### src/rtl/round_timer.sv
// Multi-round tick timer: sequences NUM_ROUNDS rounds of ROUND_LEN+1 ticks
// with start, pause and up/down display modes on the 1 Hz clock.
module round_timer #(
  parameter int WIDTH      = 7,
  parameter int ROUND_LEN  = 12,
  parameter int NUM_ROUNDS = 3,
  parameter int RW         = 2
) (
  input  logic             clock_div_1Hz,
  input  logic             total_reset,
  input  logic             start,
  input  logic             pause,
  input  logic             count_down,
  output logic [WIDTH-1:0] current_time,
  output logic [RW-1:0]    round_num,
  output logic             round_reset,
  output logic             game_over,
  output logic [1:0]       state
);

  typedef enum logic [1:0] {
    IDLE   = 2'd0,
    RUN    = 2'd1,
    PAUSED = 2'd2,
    DONE   = 2'd3
  } state_t;

  localparam logic [WIDTH-1:0] LAST_TICK = WIDTH'(ROUND_LEN);
  localparam logic [RW-1:0]    LAST_RND  = RW'(NUM_ROUNDS - 1);

  state_t           st_q, st_d;
  logic [WIDTH-1:0] el_q, el_d;
  logic [RW-1:0]    rn_q, rn_d;
  logic             rr_q, rr_d;
  logic             go_q, go_d;

  always_ff @(posedge clock_div_1Hz) begin
    if (total_reset) begin
      st_q <= IDLE;
      el_q <= '0;
      rn_q <= '0;
      rr_q <= 1'b0;
      go_q <= 1'b0;
    end else begin
      st_q <= st_d;
      el_q <= el_d;
      rn_q <= rn_d;
      rr_q <= rr_d;
      go_q <= go_d;
    end
  end

  always_comb begin
    st_d = st_q;
    el_d = el_q;
    rn_d = rn_q;
    rr_d = rr_q;
    go_d = go_q;
    unique case (st_q)
      IDLE: begin
        el_d = '0;
        rn_d = '0;
        rr_d = 1'b0;
        go_d = 1'b0;
        if (start) begin
          st_d = RUN;
          rr_d = 1'b1;
        end
      end
      RUN: begin
        // pause outranks the wrap so a paused round never loses its last tick
        if (pause) begin
          st_d = PAUSED;
          rr_d = 1'b1;
        end else if (el_q == LAST_TICK) begin
          el_d = '0;
          rr_d = 1'b0;
          if (rn_q == LAST_RND) begin
            st_d = DONE;
            go_d = 1'b1;
          end else begin
            rn_d = rn_q + 1'b1;
          end
        end else begin
          el_d = el_q + 1'b1;
          rr_d = 1'b1;
        end
      end
      PAUSED: begin
        rr_d = 1'b1;
        if (!pause) st_d = RUN;
      end
      DONE: begin
        el_d = '0;
        rr_d = 1'b0;
        go_d = 1'b1;
        if (start) begin
          st_d = RUN;
          rn_d = '0;
          go_d = 1'b0;
          rr_d = 1'b1;
        end
      end
      default: st_d = IDLE;
    endcase
  end

  assign current_time = count_down ? (LAST_TICK - el_q) : el_q;
  assign round_num    = rn_q;
  assign round_reset  = rr_q;
  assign game_over    = go_q;
  assign state        = st_q;

endmodule

### config.mk
export PLATFORM = sky130hd
export DESIGN_NAME = round_timer
export DESIGN_NICKNAME = d
export VERILOG_FILES = /design/src/rtl/round_timer.sv
export SDC_FILE = /design/constraint.sdc
export NUM_CORES = 1
export LEC_CHECK = 0
export ABC_AREA = 0
export CAP_MARGIN = 20
export CORE_MARGIN = 2
export CORE_UTILIZATION = 34
export DETAILED_ROUTE_END_ITERATION = 10
export PLACE_DENSITY = 0.56
export SETUP_SLACK_MARGIN = 0.2
export SLEW_MARGIN = 40
export SYNTH_ARGS = -nofsm -noshare
export SYNTH_HDL_FRONTEND = slang
export SYNTH_SLANG_ARGS = --single-unit
### constraint.sdc
create_clock -name clock_div_1Hz -period 4.3 [get_ports clock_div_1Hz]
set_clock_uncertainty 0.1 [all_clocks]
set_input_delay 1.29 -clock clock_div_1Hz [delete_from_list [all_inputs] [get_ports clock_div_1Hz]]
set_output_delay 1.29 -clock clock_div_1Hz [all_outputs]
set_load 0.02 [all_outputs]
; Yosys cells after proc, flatten, opt, wreduce, memory -nomap -nowiden
; Index checks and enable logic that the tools add are counted.
[op_classes]
reduce_logical = 8
mux = 24
addsub = 3
n_eq_ne = 14
[ops]
columns = op, count
row1 = two-way mux 7 bit, 3
row2 = two-way mux 2 bit, 9
row3 = one-hot mux 7 bit (2 select lines), 1
row4 = inequality test 2 bit (second input constant), 6
row5 = one-hot mux 2 bit (3 select lines), 2
row6 = AND reduction 4 bit, 2
row7 = adder 7 x 1 -> 7 bit (second input constant), 1
row8 = == test 7 x 4 -> 1 bit (second input constant), 1
row9 = two-way mux 1 bit, 7
row10 = subtractor 4 x 7 -> 7 bit (first input constant), 1
row11 = == test 2 bit (second input constant), 3
row12 = inequality test 3 bit (second input constant), 2
row13 = one-hot mux 1 bit (3 select lines), 2
row14 = AND reduction 5 bit, 1
row15 = nonzero test 3 bit, 1
row16 = adder 2 x 1 -> 2 bit (second input constant), 1
row17 = == test 2 x 1 -> 1 bit (second input constant), 1
row18 = zero test 2 bit, 1
row19 = inequality test 2 x 1 -> 1 bit (second input constant), 1
row20 = AND reduction 2 bit, 1
row21 = nonzero test 2 bit, 1
row22 = OR reduction 2 bit, 1
[word_totals]
ff_bits = 13
wordCells = 54
input_bits = 5

; Depth between registers and ports, before layout
[depth]
depth_word = 5
mapped_depth = 7
depth_no_buf = 6

; Worst setup path before layout
; Ideal clock, no wire load.
[synth_timing]
path_type = input to output
start = input count_down
end = output current_time[1]
t_arrival_ps = 1766
stages = 1
slack_ps = 1144
required_time_ps = 2910
cell_sequence = o21ai_0
[synth_between]
elab_chain_cells = 1
[synth_lines]
columns = element, line
row1 = "start, declared", 13  ; input logic count_down,
row2 = two-way mux 7 bit, 108  ; assign current_time = count_down ? (LAST_TICK - el_q) : el_q;
row3 = "end, declared", 14  ; output logic [WIDTH-1:0] current_time,
; Every way passes these cells.

; Worst setup path in the final report
; Ends and elaborated chain as after synthesis.

==> results.txt <==
Total GRT Usage: 12.5%
synthesized area: 920 um^2
Via-to-Cell Ratio: 5.14
dpl ws: 112 ps
Synth top area share: 28.3%
CP peak stage delay: 620 ps
DR WL/cell: 11.9 um
initial drt markers: 5
Port Buffer Count: 17
Fillers: 269
R2R depth: 5
Yosys reg bits: 13
worst flop-to-flop path startpoint: state[0]
Die Y-Extent: 56.0 um
post-synthesis cell type count: 38
commonest cells after routing, fill and taps aside: 13 x dfxtp_1, 12 x clkdlybuf4s50_1, 11 x nor2_1
Clock Pin Slew Worst Setup and Hold Paths: 90 ps
Req. time, crit path: 2910 ps
final setup TNS: 0 ps
Synth area leader: dfxtp_1
core area: 2520 um^2
gr ovfl total: 0
unrepaired setup endpoints after global routing: false
worst-case clock buffer depth: 2
Final ANT Viol Nets: 0
Post-Syn Area per Cell: 8.52 um^2
post-CTS setup repair buffer count: 0
Worst setup EP type: output pin
CTS sink cnt: 13
peak supply drop: 0.179 mV
final count of negative-setup-slack endpoints: 0
final setup margin: 298 ps
pin count of the biggest net entering global routing: 13
Inst Count DP: 148
fmax: 250 MHz
TritonCTS Buffers: 3
sequential share of the synthesized area: 28.3%
most area-consuming cells after synthesis: dfxtp_1 28%, xnor2_1 9.5%, ha_1 8.2%, nor2_1 4.5%, nor4_2 4.1%
Starting Density: 36.5%
outcome: finished clean
routability congestion estimate from global placement: 0.812
Residual DRC: 0
crit path cell chain: clkdlybuf4s50_1 -> nand2_1 -> o21ai_0 -> clkdlybuf4s50_1
crit path kind: primary input to output pin
nature of the critical path startpoint: primary input
Final Hold Fails: 0
Worst-Skew Late Latency: 280 ps
fin crit period: 4000 ps
nets@finish: 134
Lkg Pwr: 0.000393 uW
Max-cap violations: 0
CP dominant cell by count: clkdlybuf4s50_1
Mapped Cells: 108
Worst Tran Pin Value: 424 ps
global-route wire length before repair: 3130 um
Hold Path Origin: round_num[1]
Final Slew Violations: 0
number of global-route vias before repair: 728
crit path launch: count_down
final HPWL from detailed placement: 1360 um
period utilisation layout: 93.1%
Post-Syn Nets: 119
critical path arrival: 2610 ps
hold slack: 424 ps
Cells on Worst Hold Path: 2
worst relative slew slack: 71.7%
CTS tree: done
total power: 322 uW
P per Cell Area: 293 nW/um^2
Worst Hold Class: flip-flop to flip-flop
# rows: 18
fraction of layout cells with a size suffix above 1: 11.5%
die area: 3140 um^2
CTS root buf: clkbuf_4
synth warn: 0
die width: 56.0 um
io pins: 18
number of inserted diodes: 0
fin cells: 152
slowest CP cell: clkdlybuf4s50_1
final WL: 1810 um
H-tree depth: 1
area grow syn2layout: 19.6%
Vias: 782
crit-path max FO: 7
commonest non-fill, non-tap cell in the layout: dfxtp_1
initial antenna violation count: 0
DR pass1 iterations: 2
PostCTS Resize Cnt: 4
hold buffers post-CTS: 0
==> path summary, 6_finish.rpt <==
path | end | slack [ps]
worst max-delay path | current_time[1] | 300
worst min-delay path | round_num[1] | 420
worst max register to register | state[0] | 2280
worst min register to register | round_num[1] | 420
==> registers in the layout, summed over array words and instances, names as in the netlist <==
| name | cells |
|---|---|
| el_q | 7 |
| round_reset | 1 |
| game_over | 1 |
| state | 2 |
| round_num | 2 |
==> critical path, delay by kind of cell <==
| kind | cells | cell delay [ps] |
|---|---|---|
| and+or+nand+nor | 1 | 70 |
| buffers and inverters | 2 | 1190 |
| AOI/OAI and AO/OA | 1 | 60 |
==> final cells by class <==
class	count	area [um^2]	area share [%]
flip-flops and latches	13	260	23.7
inverters	9	33.8	3.07
multi-input cells	79	574	52.2
repair buffers	17	168	15.2
clock buffers	4	26.3	2.39
well taps	30	37.5	3.41
==> synth_stat cells, drive strengths merged <==
library cell,number
nor2,12
mux2,1
and4bb,1
a22oi,2
nand4,2
o21a,1
mux2i,1
nand3,2
and2b,1
nand2,10
dfxtp,13
o211ai,1
a21o,2
nand2b,1
xnor2,10
o21ai,5
inv,9
a211oi,2
nor3b,2
or4,1
nor4,3
o31ai,1
nor3,2
a21oi,4
and2,2
ha,6
or2,1
buf,7
a311oi,3
==> report_power, final <==
part | leakage, uW | internal [uW] | total [uW] | switching, uW
clock | 0.0000150 | 36.0 | 77.5 | 41.5
sequential | 0.000106 | 128 | 134 | 5.94
combinational | 0.000273 | 45.5 | 111 | 65.3
total | 0.000393 | 209 | 322 | 113
==> cell families (layout without fill, tap and decap cells) <==
family | count (synthesis) | count (layout) | synth area share [%]
buffers and inverters | 16 | 30 | 9.25
xor gates and xnor gates | 10 | 10 | 9.52
DFF | 13 | 13 | 28.3
muxes | 2 | 2 | 2.31
AOI/OAI and AO/OA | 21 | 21 | 17.0
and+or+nand+nor | 40 | 40 | 25.4
adders and majority gates | 6 | 6 | 8.16
==> per-stage QoR <==
step	util, %	area, um^2
6_report	43.6	1100
4_1_cts	43.5	1100
3_5_place_dp	42.7	1080
3_3_place_gp	42.7	1080
2_1_floorplan	-	920
5_1_grt	43.6	1100
==> layer usage <==
| metal | part of all wire (%) | vias up | global-route usage [%] |
|---|---|---|---|
| met5 | 0 | - | 0 |
| met4 | 2.2 | 0 | 7.82 |
| met3 | 4.1 | 5 | 2.09 |
| met2 | 41 | 17 | 19.5 |
| met1 | 53 | 363 | 15.9 |
| li1 | - | 397 | - |
Power figures use the tool's default switching activity.
